`config.mk`:
```
export PLATFORM = sky130hd
export DESIGN_NAME = pipe_hazard_ctrl
export DESIGN_NICKNAME = d
export VERILOG_FILES = /design/src/rtl/hazard_pkg.sv /design/src/rtl/hazard_fwd_sel.sv /design/src/rtl/pipe_hazard_ctrl_chk.sv /design/src/rtl/pipe_hazard_ctrl.sv
export SDC_FILE = /design/constraint.sdc
export NUM_CORES = 1
export LEC_CHECK = 0
export CELL_PAD_IN_SITES_DETAIL_PLACEMENT = 1
export CELL_PAD_IN_SITES_GLOBAL_PLACEMENT = 1
export CORE_ASPECT_RATIO = 0.5
export CORE_MARGIN = 2
export CORE_UTILIZATION = 32
export DETAILED_ROUTE_END_ITERATION = 7
export PLACE_DENSITY = 0.83
export SLEW_MARGIN = 40
export SYNTH_ARGS = -nofsm -noshare
export SYNTH_HDL_FRONTEND = slang
export SYNTH_SLANG_ARGS = --single-unit
export TNS_END_PERCENT = 1
```
`constraint.sdc`:
```
create_clock -name clk -period 2.07 [get_ports clk]
set_input_delay 0.207 -clock clk [delete_from_list [all_inputs] [get_ports clk]]
set_output_delay 0.207 -clock clk [all_outputs]
set_load 0.01 [all_outputs]
```
`src/rtl/hazard_pkg.sv`:
```
// Shared types for the pipeline hazard controller: forward-select encoding,
// FSM states and the small helpers used by the forwarding and stall logic.
package hazard_pkg;

  typedef enum logic [1:0] {
    FWD_RF  = 2'b00,
    FWD_WB  = 2'b01,
    FWD_MEM = 2'b10
  } fwd_sel_t;

  typedef enum logic [1:0] {
    IDLE    = 2'b00,
    LDSTALL = 2'b01,
    MEMWAIT = 2'b10
  } hz_state_t;

  // Wide enough for LOAD_LAT-1 with LOAD_LAT up to 4.
  localparam int LAT_W = 2;

  function automatic fwd_sel_t fwd_pick(input logic hit_m, input logic hit_w);
    if (hit_m) begin
      return FWD_MEM;
    end else if (hit_w) begin
      return FWD_WB;
    end else begin
      return FWD_RF;
    end
  endfunction

endpackage

```
`src/rtl/hazard_fwd_sel.sv`:
```
// Forward select for one Execute operand; the M-stage result wins over W.
module hazard_fwd_sel
  import hazard_pkg::*;
#(
  parameter int REG_W = 4
) (
  input  logic [REG_W-1:0] ra,
  input  logic [REG_W-1:0] wa_m,
  input  logic [REG_W-1:0] wa_w,
  input  logic             regwrite_m,
  input  logic             regwrite_w,
  output fwd_sel_t         sel
);

  logic hit_m_s;
  logic hit_w_s;

  // Compare the operand address against both in-flight writers.
  always_comb begin
    hit_m_s = regwrite_m && (ra == wa_m);
    hit_w_s = regwrite_w && (ra == wa_w);
    sel     = fwd_pick(hit_m_s, hit_w_s);
  end

endmodule

```
`src/rtl/pipe_hazard_ctrl_chk.sv`:
```
// Structural invariants of the hazard controller outputs.
module pipe_hazard_ctrl_chk (
  input logic clk,
  input logic reset,
  input logic StallD,
  input logic StallEM,
  input logic FlushD,
  input logic FlushE,
  input logic FlushW
);

  a_memwait_shape: assert property (@(posedge clk) disable iff (reset)
    StallEM |-> (FlushW && !FlushE));

  a_flush_over_stall: assert property (@(posedge clk) disable iff (reset)
    !(StallD && FlushD));

endmodule

```
`src/rtl/pipe_hazard_ctrl.sv`:
```
// Hazard unit for a 5-stage pipeline: operand forwarding, load-use stalls,
// memory-wait freezes, branch/PC-write flushes and a saturating stall counter.
module pipe_hazard_ctrl
  import hazard_pkg::*;
#(
  parameter int REG_W    = 4,
  parameter int LOAD_LAT = 1,
  parameter int CNT_W    = 16
) (
  input  logic             clk,
  input  logic             reset,
  input  logic [REG_W-1:0] RA1D,
  input  logic [REG_W-1:0] RA2D,
  input  logic [REG_W-1:0] RA1E,
  input  logic [REG_W-1:0] RA2E,
  input  logic [REG_W-1:0] WA3E,
  input  logic [REG_W-1:0] WA3M,
  input  logic [REG_W-1:0] WA3W,
  input  logic             RegWriteM,
  input  logic             RegWriteW,
  input  logic             MemtoRegE,
  input  logic [2:0]       PCSrcPend,
  input  logic             PCSrcW,
  input  logic             BranchTakenE,
  input  logic             MemReqM,
  input  logic             MemReadyM,
  output logic [1:0]       ForwardAE,
  output logic [1:0]       ForwardBE,
  output logic             StallF,
  output logic             StallD,
  output logic             StallEM,
  output logic             FlushD,
  output logic             FlushE,
  output logic             FlushW,
  output logic [CNT_W-1:0] StallCnt
);

  localparam logic [LAT_W-1:0] LAT_INIT = LAT_W'(LOAD_LAT - 1);
  localparam logic [CNT_W-1:0] CNT_MAX  = {CNT_W{1'b1}};

  hz_state_t        state_r;
  hz_state_t        saved_r;
  hz_state_t        eff_state_s;
  logic [LAT_W-1:0] cnt_r;
  logic             memwait_s;
  logic             hit_s;
  logic             pc_pend_s;
  logic             ld_stall_s;
  logic             flush_d_s;
  fwd_sel_t         fwd_a_s;
  fwd_sel_t         fwd_b_s;

  hazard_fwd_sel #(.REG_W(REG_W)) u_fwd_a (
    .ra         (RA1E),
    .wa_m       (WA3M),
    .wa_w       (WA3W),
    .regwrite_m (RegWriteM),
    .regwrite_w (RegWriteW),
    .sel        (fwd_a_s)
  );

  hazard_fwd_sel #(.REG_W(REG_W)) u_fwd_b (
    .ra         (RA2E),
    .wa_m       (WA3M),
    .wa_w       (WA3W),
    .regwrite_m (RegWriteM),
    .regwrite_w (RegWriteW),
    .sel        (fwd_b_s)
  );

  // Hazard conditions; once a memory wait ends the saved state applies immediately.
  always_comb begin
    memwait_s = MemReqM && !MemReadyM;
    hit_s     = MemtoRegE && ((WA3E == RA1D) || (WA3E == RA2D));
    pc_pend_s = |PCSrcPend;
    if (state_r == MEMWAIT) begin
      eff_state_s = saved_r;
    end else begin
      eff_state_s = state_r;
    end
    if (BranchTakenE) begin
      ld_stall_s = 1'b0;
    end else if (eff_state_s == LDSTALL) begin
      ld_stall_s = 1'b1;
    end else begin
      ld_stall_s = hit_s;
    end
    flush_d_s = BranchTakenE || pc_pend_s || PCSrcW;
  end

  // Output decode; reset forces the safe bubble pattern without waiting for a clock.
  always_comb begin
    ForwardAE = 2'b00;
    ForwardBE = 2'b00;
    StallF    = 1'b0;
    StallD    = 1'b0;
    StallEM   = 1'b0;
    FlushD    = 1'b1;
    FlushE    = 1'b1;
    FlushW    = 1'b1;
    if (reset) begin
      ForwardAE = 2'b00;
      ForwardBE = 2'b00;
    end else if (memwait_s) begin
      ForwardAE = fwd_a_s;
      ForwardBE = fwd_b_s;
      StallF    = 1'b1;
      StallD    = 1'b1;
      StallEM   = 1'b1;
      FlushD    = 1'b0;
      FlushE    = 1'b0;
      FlushW    = 1'b1;
    end else begin
      ForwardAE = fwd_a_s;
      ForwardBE = fwd_b_s;
      StallF    = ld_stall_s || pc_pend_s;
      StallD    = ld_stall_s && !flush_d_s;
      StallEM   = 1'b0;
      FlushD    = flush_d_s;
      FlushE    = BranchTakenE || ld_stall_s;
      FlushW    = 1'b0;
    end
  end

  // Stall FSM: MEMWAIT freezes the load-use counter and remembers where to resume.
  always_ff @(posedge clk or posedge reset) begin
    if (reset) begin
      state_r <= IDLE;
      saved_r <= IDLE;
      cnt_r   <= {LAT_W{1'b0}};
    end else if (memwait_s) begin
      if (state_r != MEMWAIT) begin
        saved_r <= state_r;
      end
      state_r <= MEMWAIT;
    end else if (BranchTakenE) begin
      state_r <= IDLE;
      saved_r <= IDLE;
      cnt_r   <= {LAT_W{1'b0}};
    end else begin
      saved_r <= IDLE;
      case (eff_state_s)
        IDLE: begin
          if (hit_s && (LOAD_LAT > 1)) begin
            state_r <= LDSTALL;
            cnt_r   <= LAT_INIT;
          end else begin
            state_r <= IDLE;
          end
        end
        LDSTALL: begin
          if (cnt_r <= LAT_W'(1)) begin
            state_r <= IDLE;
            cnt_r   <= {LAT_W{1'b0}};
          end else begin
            state_r <= LDSTALL;
            cnt_r   <= cnt_r - LAT_W'(1);
          end
        end
        default: begin
          state_r <= IDLE;
          cnt_r   <= {LAT_W{1'b0}};
        end
      endcase
    end
  end

  // Saturating count of cycles in which fetch is held.
  always_ff @(posedge clk or posedge reset) begin
    if (reset) begin
      StallCnt <= {CNT_W{1'b0}};
    end else if (StallF && (StallCnt != CNT_MAX)) begin
      StallCnt <= StallCnt + CNT_W'(1);
    end
  end

  pipe_hazard_ctrl_chk u_chk (
    .clk     (clk),
    .reset   (reset),
    .StallD  (StallD),
    .StallEM (StallEM),
    .FlushD  (FlushD),
    .FlushE  (FlushE),
    .FlushW  (FlushW)
  );

endmodule

```
# Word-level counts from Yosys, hierarchy flattened
# Index checks and enable logic that the tools add are counted.
[word_totals]
output_inout_bits = 26
word_cells = 67
regBits = 22
inputBits = 40
[classes]
bitwise = 1
eq_ne = 12
n_addsub = 2
n_reduce_logical = 18
mux = 29
magnitude_cmp = 1
[ops]
columns = ["operator", "count"]
rows = [
  ["== test 4 bit", 6],
  ["2-to-1 mux 2 bit", 10],
  ["2-to-1 mux 1 bit", 18],
  ["adder 16 x 1 -> 16 bit (second input constant)", 1],
  ["inequality test 16 bit (second input constant)", 1],
  ["logical AND 1 bit", 8],
  ["logical OR 1 bit", 5],
  ["inequality test 2 bit (second input constant)", 2],
  ["case mux 2 bit (2 select lines)", 1],
  ["OR reduction 3 bit", 1],
  ["== test 2 x 1 -> 1 bit (second input constant)", 1],
  ["== test 2 bit (second input constant)", 1],
  ["<= comparator 2 x 1 -> 1 bit (second input constant)", 1],
  ["logical NOT 1 bit", 2],
  ["logical NOT 2 bit", 1],
  ["inequality test 2 x 1 -> 1 bit (second input constant)", 1],
  ["AND reduction 2 bit", 1],
  ["subtractor 2 x 1 -> 2 bit (second input constant)", 1],
  ["NOT 1 bit", 1],
]

# Longest topological paths before layout
# Gate-level depths: netlist of the first run.
[logic_depth]
word_depth = 9
ltp_mapped = 7
mapped_depth_nobuf = 6

# Hierarchy
# A second synthesis of the first run with hierarchy kept.
[hier_totals]
hier_cells = 162
hier_area_um2 = 1551.5
[by_module_without_submodules]
columns = ["mod", "cells_each", "instances", "area_per_inst_um2"]
rows = [
  ["pipe_hazard_ctrl", 128, 1, 1306.3],
  ["hazard_fwd_sel", 17, 2, 122.6],
]

# Worst setup path before layout of the first run
# Ideal clock, no wire load.
[synth_timing]
kind = "reg2reg"
start = "reg StallCnt[0]"
end = "reg StallCnt[1]"
n_path_buf = 0
required_time_ns = 1.942
path_slack_ns = 0.123
synth_period_minus_slack_ns = 1.947
path_stages_with_launch = 7
t_arrival_ns = 1.820
setup_time_ns = 0.128
path_cell_list = "dfrtp_1 ha_1 and4_1 nand3_2 nor3_4 a21o_2 mux2_1"
[synth_between]
elab_chain_len = 2
word_cells_on_any_way = 3
classes_between = "add/sub: 1; eq/ne: 1; reduce/logical: 1"
[synth_rtl]
columns = ["item", "line", "source"]
rows = [
  ["start: declaration", "pipe_hazard_ctrl.sv:35", "output logic [CNT_W-1:0] StallCnt"],
  ["start signal: assignment", "pipe_hazard_ctrl.sv:171", "StallCnt <= {CNT_W{1'b0}};"],
  ["start signal: assignment", "pipe_hazard_ctrl.sv:173", "StallCnt <= StallCnt + CNT_W'(1);"],
  ["parallel branches: the longest is 2 deep, another holds adder 16 x 1 -> 16 bit", "-", ""],
]
# Several ways; the timed one is not identified.
# A chain may end at the register's enable or synchronous reset.

# Worst setup path in the final report of the first run
[layout_timing]
start = "in RA2D[2]"
end = "out FlushE"
[layout_between]
elab_chain_len = 8
[layout_rtl]
columns = ["item", "line", "source"]
rows = [
  ["start: declaration", "pipe_hazard_ctrl.sv:13", "input logic [REG_W-1:0] RA2D,"],
  ["== test 4 bit", "pipe_hazard_ctrl.sv:74", "hit_s = MemtoRegE && ((WA3E == RA1D) || (WA3E == RA2D));"],
  ["logical OR 1 bit", "pipe_hazard_ctrl.sv:74", ""],
  ["logical AND 1 bit", "pipe_hazard_ctrl.sv:74", ""],
  ["2-to-1 mux 1 bit", "pipe_hazard_ctrl.sv:83", "end else if (eff_state_s == LDSTALL) begin"],
  ["2-to-1 mux 1 bit", "pipe_hazard_ctrl.sv:81", "if (BranchTakenE) begin"],
  ["logical OR 1 bit", "pipe_hazard_ctrl.sv:120", "FlushE = BranchTakenE || ld_stall_s;"],
  ["2-to-1 mux 1 bit", "pipe_hazard_ctrl.sv:104", "end else if (memwait_s) begin"],
  ["2-to-1 mux 1 bit", "pipe_hazard_ctrl.sv:101", "if (reset) begin"],
  ["end: declaration", "pipe_hazard_ctrl.sv:33", "output logic FlushE,"],
]
# Every way passes these cells.

==> impl_metrics.prom, run 1 <==
# TYPE chip_impl_metric gauge
chip_impl_metric{name="detailed_place_hpwl",unit="um"} 3660
chip_impl_metric{name="grt_antenna_before_repair",unit=""} 0
chip_impl_metric{name="routed_wl",unit="um"} 4300
chip_impl_metric{name="dieHeight",unit="um"} 53.9
chip_impl_metric{name="drt-wirelength-per-cell",unit="um"} 14.1
chip_impl_metric{name="grt_pass1_vias",unit=""} 1551
chip_impl_info{name="holdCritPathClass",value="register to register"} 1
chip_impl_info{name="outcome",value="complete, no violations"} 1
chip_impl_info{name="synth_top_family_by_area",value="simple AND/OR/NAND/NOR gates"} 1
chip_impl_metric{name="final-max-slew-violation-count",unit=""} 0
chip_impl_metric{name="synth_xor_xnor_area_share",unit="%"} 19.2
chip_impl_metric{name="internal_power",unit="mW"} 1.01
chip_impl_metric{name="design.core.area",unit="um2"} 4860
chip_impl_metric{name="share_comb_of_total_power",unit="%"} 40.2
chip_impl_metric{name="power.share.clock",unit="%"} 17.2
chip_impl_info{name="clock_tree_from_tritoncts",value="done"} 1
chip_impl_metric{name="seq_power_share",unit="%"} 42.6
chip_impl_metric{name="maxCapViolCount",unit=""} 0
chip_impl_metric{name="yosys.cell_types.count",unit=""} 36
chip_impl_info{name="worst-setup-path-type",value="input port to primary output"} 1
chip_impl_metric{name="cts_hold_buf",unit=""} 0
chip_impl_metric{name="fin_nets",unit=""} 278
chip_impl_metric{name="yosys_warnings",unit=""} 0
chip_impl_metric{name="ir_worst_vdd",unit="mV"} 0.281
chip_impl_metric{name="synth_fa_ha_area_share",unit="%"} 0.785
chip_impl_metric{name="fin_tns_setup",unit="ns"} 0
chip_impl_metric{name="timing.fmax",unit="GHz"} 0.505
chip_impl_metric{name="fin_hold_ws",unit="ns"} 0.500
chip_impl_metric{name="critical_path_maximum_fanout",unit=""} 2
chip_impl_metric{name="worst_slew_margin_rel",unit="%"} 69.8
chip_impl_info{name="ys_top_cells_by_area",value="sky130_fd_sc_hd__dfrtp_1, sky130_fd_sc_hd__xor2_1, sky130_fd_sc_hd__a211oi_2, sky130_fd_sc_hd__mux2_2, sky130_fd_sc_hd__nand2_1"} 1
chip_impl_metric{name="final.min_clock_period",unit="ns"} 1.98
chip_impl_metric{name="antenna_left",unit=""} 0
chip_impl_metric{name="critical_path_required",unit="ns"} 1.86
chip_impl_metric{name="leakage_dissipation",unit="nW"} 1.03
chip_impl_metric{name="hold_viol",unit=""} 0
chip_impl_metric{name="cts_num_sinks",unit=""} 22
chip_impl_metric{name="pin_count_of_the_biggest_net_entering_global_routing",unit=""} 23
chip_impl_info{name="critical_path.endpoint_type",value="primary output"} 1
chip_impl_metric{name="drt_pass1_iterations",unit=""} 3
chip_impl_metric{name="route.detailed.drc",unit=""} 0
chip_impl_metric{name="synth.avg_cell_area",unit="um2"} 10.0
chip_impl_metric{name="cts_buffers",unit=""} 3
chip_impl_metric{name="post_route_cells_drive_above_1_share",unit="%"} 19.1
chip_impl_metric{name="worst_pin_slew",unit="ns"} 0.451
chip_impl_metric{name="cell_total_after_placement",unit=""} 302
chip_impl_metric{name="synthesis.area",unit="um2"} 1590
chip_impl_metric{name="vias_per_std_cell",unit=""} 4.78
chip_impl_metric{name="asyncSetResetFlopFracSynth",unit="%"} 100
chip_impl_metric{name="synth_edf_count",unit=""} 0
chip_impl_metric{name="synth_top_area_share",unit="%"} 34.5
chip_impl_metric{name="grt_first_pass_wirelength",unit="um"} 7310
chip_impl_metric{name="antenna_fix_cells",unit=""} 0
chip_impl_metric{name="floorplan.die.width",unit="um"} 104
chip_impl_info{name="startpoint_of_the_tightest_hold_check_path",value="cnt_r[1]"} 1
chip_impl_metric{name="row_count",unit=""} 18
chip_impl_metric{name="portBuffers",unit=""} 65
chip_impl_metric{name="floorplan.die_area",unit="um2"} 5600
chip_impl_metric{name="post_layout_nonfiller_instances",unit=""} 305
chip_impl_metric{name="total_power",unit="mW"} 1.55
chip_impl_metric{name="synthSimpleGateAreaFrac",unit="%"} 23.3
chip_impl_info{name="critPathLaunchType",value="input port"} 1
chip_impl_metric{name="worst_ep_arrival_time",unit="ns"} 1.77
chip_impl_metric{name="initial_core_util",unit="%"} 32.8
chip_impl_metric{name="grt.overflow.total",unit=""} 0
chip_impl_metric{name="timing.final.setup_violations",unit=""} 0
chip_impl_info{name="synth.cells.most_frequent",value="sky130_fd_sc_hd__xor2_1, sky130_fd_sc_hd__dfrtp_1, sky130_fd_sc_hd__nand2_1"} 1
chip_impl_metric{name="cts.clk_slew.worst_paths",unit="ns"} 0.08
chip_impl_metric{name="layout-area-overhead-vs-synth",unit="%"} 57.3
chip_impl_metric{name="min_period_over_period",unit="%"} 95.7
chip_impl_metric{name="timing.clock.skew",unit="ns"} 0.00373
chip_impl_metric{name="netlist_instances",unit=""} 159
chip_impl_metric{name="gpl_wtd_cong",unit=""} 0.760
chip_impl_info{name="ctsRootBufferMaster",value="sky130_fd_sc_hd__clkbuf_8"} 1
chip_impl_metric{name="htree_levels",unit=""} 1
chip_impl_metric{name="dr.first_iter.drc_count",unit=""} 26
chip_impl_metric{name="p_sw",unit="mW"} 0.538
chip_impl_info{name="crit_start",value="RA2D[2]"} 1
chip_impl_metric{name="p_per_area",unit="nW/um2"} 616
chip_impl_metric{name="track_usage",unit="%"} 16.4
chip_impl_metric{name="synth.ff_latch_count",unit=""} 22
chip_impl_metric{name="power_switching_share",unit="%"} 34.8
chip_impl_metric{name="clock_insertion_delay_worst_skew",unit="ns"} 0.26
chip_impl_info{name="rsz0062_at_grt",value="yes"} 1
chip_impl_metric{name="ctsLongestPathBuffers",unit=""} 2
chip_impl_metric{name="ys_seq_area_share",unit="%"} 34.5
chip_impl_metric{name="syn-num-nets",unit=""} 200
chip_impl_metric{name="muxShareOfSynthArea",unit="%"} 4.24
chip_impl_metric{name="synth_compound_gate_area_share",unit="%"} 15.9
chip_impl_metric{name="num_vias",unit=""} 1459
chip_impl_info{name="netlist.top_cell.by_area",value="sky130_fd_sc_hd__dfrtp_1"} 1
chip_impl_info{name="yosys.cell_count.top_type",value="sky130_fd_sc_hd__xor2_1"} 1
chip_impl_info{name="ys_dominant_reg_cell",value="sky130_fd_sc_hd__dfrtp_1"} 1
chip_impl_info{name="r2r_start",value="StallCnt[0]"} 1
chip_impl_metric{name="count_of_pins_on_the_block_boundary",unit=""} 66
[layout by cell type, fill, tap and decap left out, types with 7 or more instances in the layout]
| cell | instances |
|---|---|
| sky130_fd_sc_hd__xor2_1 | 27 |
| sky130_fd_sc_hd__a211oi_2 | 8 |
| sky130_fd_sc_hd__a21oi_1 | 8 |
| sky130_fd_sc_hd__buf_4 | 9 |
| sky130_fd_sc_hd__nor2_1 | 8 |
| sky130_fd_sc_hd__dfrtp_1 | 22 |
| sky130_fd_sc_hd__clkdlybuf4s50_1 | 57 |
| sky130_fd_sc_hd__nand4_1 | 7 |
| sky130_fd_sc_hd__nand3_1 | 7 |
| sky130_fd_sc_hd__nand2_1 | 14 |
[power by group through the flow]
stage	sequential [mW]	combinational (mW)	clock, mW
2_1_floorplan	0.676	0.234	0
3_3_place_gp	0.660	0.594	0
3_5_place_dp	0.665	0.623	0
4_1_cts	0.658	0.624	0.276
5_1_grt	0.678	0.683	0.288
6_report	0.658	0.621	0.266
[what timing repair did]
action                                  4_1_cts  5_1_grt
pin swaps                                     0        1
resized for setup                             6       13
gates cloned                                  0        0
hold endpoints to repair                      0        0
endpoints found under the setup margin        4        7
buffers inserted                              0        0
[worst max-delay path, cell delays in order]
cell and delay [ns]:
sky130_fd_sc_hd__clkdlybuf4s50_1 0.44, sky130_fd_sc_hd__xor2_2 0.17, sky130_fd_sc_hd__nor4_4 0.31, sky130_fd_sc_hd__o21ai_1 0.11, sky130_fd_sc_hd__nor2b_1 0.15, sky130_fd_sc_hd__a21oi_1 0.15
sky130_fd_sc_hd__clkdlybuf4s15_2 0.24
[layout make-up]
cell class,count,area (um2)
tap,70,87.6
inverter,3,11.3
multi-input combinational,131,1050
timing repair buffer,76,762
fill,566,2360
sequential,22,551
clock buffer,3,41.3
[through the flow]
| step | instance area, um2 | setup slack (ns) | util [%] |
|---|---|---|---|
| after floorplan | 1590 | 0.123 | - |
| after global placement | 2420 | -0.228 | 49.7 |
| after detailed placement | 2420 | -0.309 | 49.7 |
| after CTS | 2460 | -0.0330 | 50.5 |
| after global routing | 2510 | -0.0154 | 51.5 |
| final | 2510 | 0.0895 | 51.5 |
[final timing paths]
check | endpoint | slack [ns] | cells past startpoint
worst max-delay path | FlushE | 0.09 | 7
worst min-delay path | cnt_r[1] | 0.50 | 1
worst max register to register | StallCnt[1] | 0.20 | 6
worst min register to register | cnt_r[1] | 0.50 | 1
max in group asynchronous | StallCnt[1] | 1.21 | 4
min in group asynchronous | StallCnt[2] | 0.64 | 4
[routing by layer]
layer / vias to the layer above / global-route usage (%) / part of all wire [%]
li1: 713 / - / -
met1: 704 / 19.3 / 43
met4: 0 / 3.83 / 1.7
met2: 36 / 32.2 / 52
met5: - / 0 / 0
met3: 6 / 3.03 / 3.5
[cells by family after synthesis]
group	count (synthesis)
simple gates	62
xor+xnor	35
compound gates	27
flops	22
buf+inv	6
mux	6
fa+ha+maj	1
[sequential cells by signal, summed over array words and instances (netlist names)]
signal,flops
saved_r,2
cnt_r,2
state_r,2
StallCnt,16
(Power assumes the default switching activity.)
==> run 2, diff against run 1 <==
- GPL_TIMING_DRIVEN: default -> 0
- SKIP_CTS_REPAIR_TIMING: default -> 1
==> impl_metrics.prom, run 2 (same netlist as run 1, synthesis figures left out) <==
# TYPE chip_impl_metric gauge
chip_impl_metric{name="count_of_pins_on_the_block_boundary",unit=""} 66
chip_impl_info{name="mostFrequentLayoutCell",value="sky130_fd_sc_hd__clkdlybuf4s50_1"} 1
chip_impl_metric{name="pin_count_of_the_biggest_net_entering_global_routing",unit=""} 26
chip_impl_metric{name="critical_path_maximum_fanout",unit=""} 2
chip_impl_metric{name="design.core.area",unit="um2"} 4860
chip_impl_metric{name="critPathMaxStageDelay",unit="ns"} 0.55
chip_impl_info{name="crit_slowest_cell",value="sky130_fd_sc_hd__clkdlybuf4s50_1"} 1
chip_impl_metric{name="timing.final.setup_violations",unit=""} 0
chip_impl_metric{name="final-max-slew-violation-count",unit=""} 0
chip_impl_metric{name="antenna_left",unit=""} 0
chip_impl_info{name="critical_path.endpoint_type",value="primary output"} 1
chip_impl_info{name="critPathLaunchType",value="input port"} 1
chip_impl_metric{name="num_vias",unit=""} 1469
chip_impl_info{name="holdCritPathClass",value="input port to async pin"} 1
chip_impl_metric{name="maxCapViolCount",unit=""} 0
chip_impl_metric{name="grt.overflow.total",unit=""} 0
chip_impl_metric{name="cts_num_sinks",unit=""} 22
chip_impl_metric{name="post_route_cells_drive_above_1_share",unit="%"} 19.4
chip_impl_metric{name="htree_levels",unit=""} 1
chip_impl_info{name="path_delay_family",value="buffers and inverters"} 1
chip_impl_metric{name="clock_insertion_delay_worst_skew",unit="ns"} 0.26
chip_impl_metric{name="largest_reg_flops",unit=""} 16
chip_impl_info{name="critical_path.most_common_cell",value="sky130_fd_sc_hd__clkdlybuf4s50_1"} 1
chip_impl_info{name="path_cells",value="clkdlybuf4s50_1, xor2_1, nor3_1, nand4_1, nor2b_1, clkdlybuf4s50_1"} 1
chip_impl_metric{name="drt-wirelength-per-cell",unit="um"} 15.7
chip_impl_metric{name="fin_hold_ws",unit="ns"} 0.0772
chip_impl_metric{name="timing.fmax",unit="GHz"} 0.485
chip_impl_metric{name="antenna_fix_cells",unit=""} 0
chip_impl_metric{name="worst_pin_slew",unit="ns"} 0.505
chip_impl_info{name="r2r_start",value="StallCnt[0]"} 1
chip_impl_metric{name="p_per_area",unit="nW/um2"} 691
chip_impl_metric{name="final.min_clock_period",unit="ns"} 2.06
chip_impl_metric{name="route.detailed.drc",unit=""} 0
chip_impl_metric{name="critical_path_required",unit="ns"} 1.86
chip_impl_metric{name="drt_pass1_iterations",unit=""} 4
chip_impl_metric{name="dieHeight",unit="um"} 53.9
chip_impl_metric{name="grt_pass1_vias",unit=""} 1597
chip_impl_metric{name="worst_ep_arrival_time",unit="ns"} 1.85
chip_impl_metric{name="leakage_dissipation",unit="nW"} 0.996
chip_impl_metric{name="vias_per_std_cell",unit=""} 4.86
chip_impl_metric{name="timing.critical_path.buf_inv",unit=""} 2
chip_impl_metric{name="min_period_over_period",unit="%"} 99.6
chip_impl_metric{name="initial_core_util",unit="%"} 32.8
chip_impl_metric{name="track_usage",unit="%"} 17.0
chip_impl_info{name="worst-setup-path-type",value="input port to primary output"} 1
chip_impl_metric{name="row_count",unit=""} 18
chip_impl_metric{name="gpl_wtd_cong",unit=""} 0.770
chip_impl_metric{name="hold_viol",unit=""} 0
chip_impl_metric{name="grt_antenna_before_repair",unit=""} 0
chip_impl_metric{name="grt_first_pass_wirelength",unit="um"} 7490
chip_impl_metric{name="worst_slew_margin_rel",unit="%"} 66.1
chip_impl_info{name="largest-register",value="StallCnt"} 1
chip_impl_metric{name="layout-area-overhead-vs-synth",unit="%"} 55.4
chip_impl_metric{name="cts_buffers",unit=""} 3
chip_impl_info{name="clock_tree_from_tritoncts",value="done"} 1
chip_impl_metric{name="portBuffers",unit=""} 65
chip_impl_metric{name="detailed_place_hpwl",unit="um"} 3620
chip_impl_metric{name="floorplan.die_area",unit="um2"} 5600
chip_impl_info{name="ctsRootBufferMaster",value="sky130_fd_sc_hd__clkbuf_8"} 1
chip_impl_metric{name="worst_slack",unit="ns"} 0.00909
chip_impl_metric{name="dr.first_iter.drc_count",unit=""} 38
chip_impl_info{name="rsz0062_at_grt",value="yes"} 1
chip_impl_info{name="outcome",value="complete, no violations"} 1
chip_impl_metric{name="fin_nets",unit=""} 274
chip_impl_metric{name="routed_wl",unit="um"} 4740
chip_impl_metric{name="ctsLongestPathBuffers",unit=""} 2
chip_impl_info{name="crit_start",value="WA3W[2]"} 1
chip_impl_metric{name="ir_worst_vdd",unit="mV"} 0.296
chip_impl_metric{name="floorplan.die.width",unit="um"} 104
chip_impl_info{name="mostFrequentLayoutCells",value="sky130_fd_sc_hd__clkdlybuf4s50_1, sky130_fd_sc_hd__xor2_1, sky130_fd_sc_hd__dfrtp_1, sky130_fd_sc_hd__nand2_1"} 1
chip_impl_metric{name="cts.clk_slew.worst_paths",unit="ns"} 0.08
chip_impl_metric{name="place_ws",unit="ns"} -0.524
chip_impl_metric{name="timing.clock.skew",unit="ns"} 0.00417
## run 2: changes by cell type in the layout (fill, tap and decap cells not counted), sizes merged
cell,before,now
dlygate4sd2,2,0
clkdlybuf4s15,1,0
buf,11,8
bufinv,0,1
clkdlybuf4s50,57,59
## run 2: final cells by class
type                    instances  area (um2)
fillers                       568        2390
multi-input cells             131        1040
repair buffers                 69         681
flip-flops and latches         22         556
well taps                      70        87.6
clock buffers                   3        41.3
clock inverters                 1        30.0
plain buffers                   3        23.8
inverters                       3        16.3
## run 2: layer usage
layer | part of all wire, % | track usage [%]
met2 | 55 | 36.8
met5 | 0 | 0
met4 | 0.91 | 3.83
met3 | 2.8 | 2.91
met1 | 41 | 17.9
## run 2: final timing paths
check                               end  slack, ns  depth (start not counted)
hold / removal              StallCnt[3]       0.08                          2
setup reg to reg            StallCnt[1]       0.08                          6
setup / recovery           ForwardBE[0]      0.009                          6
min in group clk               cnt_r[1]       0.50                          1
max in group asynchronous  StallCnt[12]       1.78                          2
hold reg to reg                cnt_r[1]       0.50                          1
## run 2: power by group
part	leakage, nW	switching, mW	internal [mW]
sequential	0.275	0.160	0.521
combinational	0.686	0.266	0.364
clock	0.0357	0.142	0.258
total	0.996	0.568	1.14
## run 2: worst reg2reg max path, cell delays in order (launching register included)
cell and delay [ns]:
sky130_fd_sc_hd__dfrtp_2 0.44, sky130_fd_sc_hd__ha_4 0.17, sky130_fd_sc_hd__and4_1 0.25, sky130_fd_sc_hd__nand3_2 0.14, sky130_fd_sc_hd__nor3_4 0.39, sky130_fd_sc_hd__a21o_2 0.19
sky130_fd_sc_hd__mux2_1 0.31
## run 2: metrics by stage
step / utilization [%] / area (um2) / setup TNS [ns] / cells / total power [mW]
2_1_floorplan: - / 1590 / 0 / 159 / 0.910
3_3_place_gp: 47.9 / 2330 / -3.35 / 294 / 1.24
3_5_place_dp: 47.9 / 2330 / -3.63 / 294 / 1.27
4_1_cts: 49.4 / 2400 / -1.97 / 298 / 1.68
5_1_grt: 50.9 / 2480 / -0.276 / 302 / 1.82
6_report: 50.9 / 2480 / 0 / 302 / 1.71
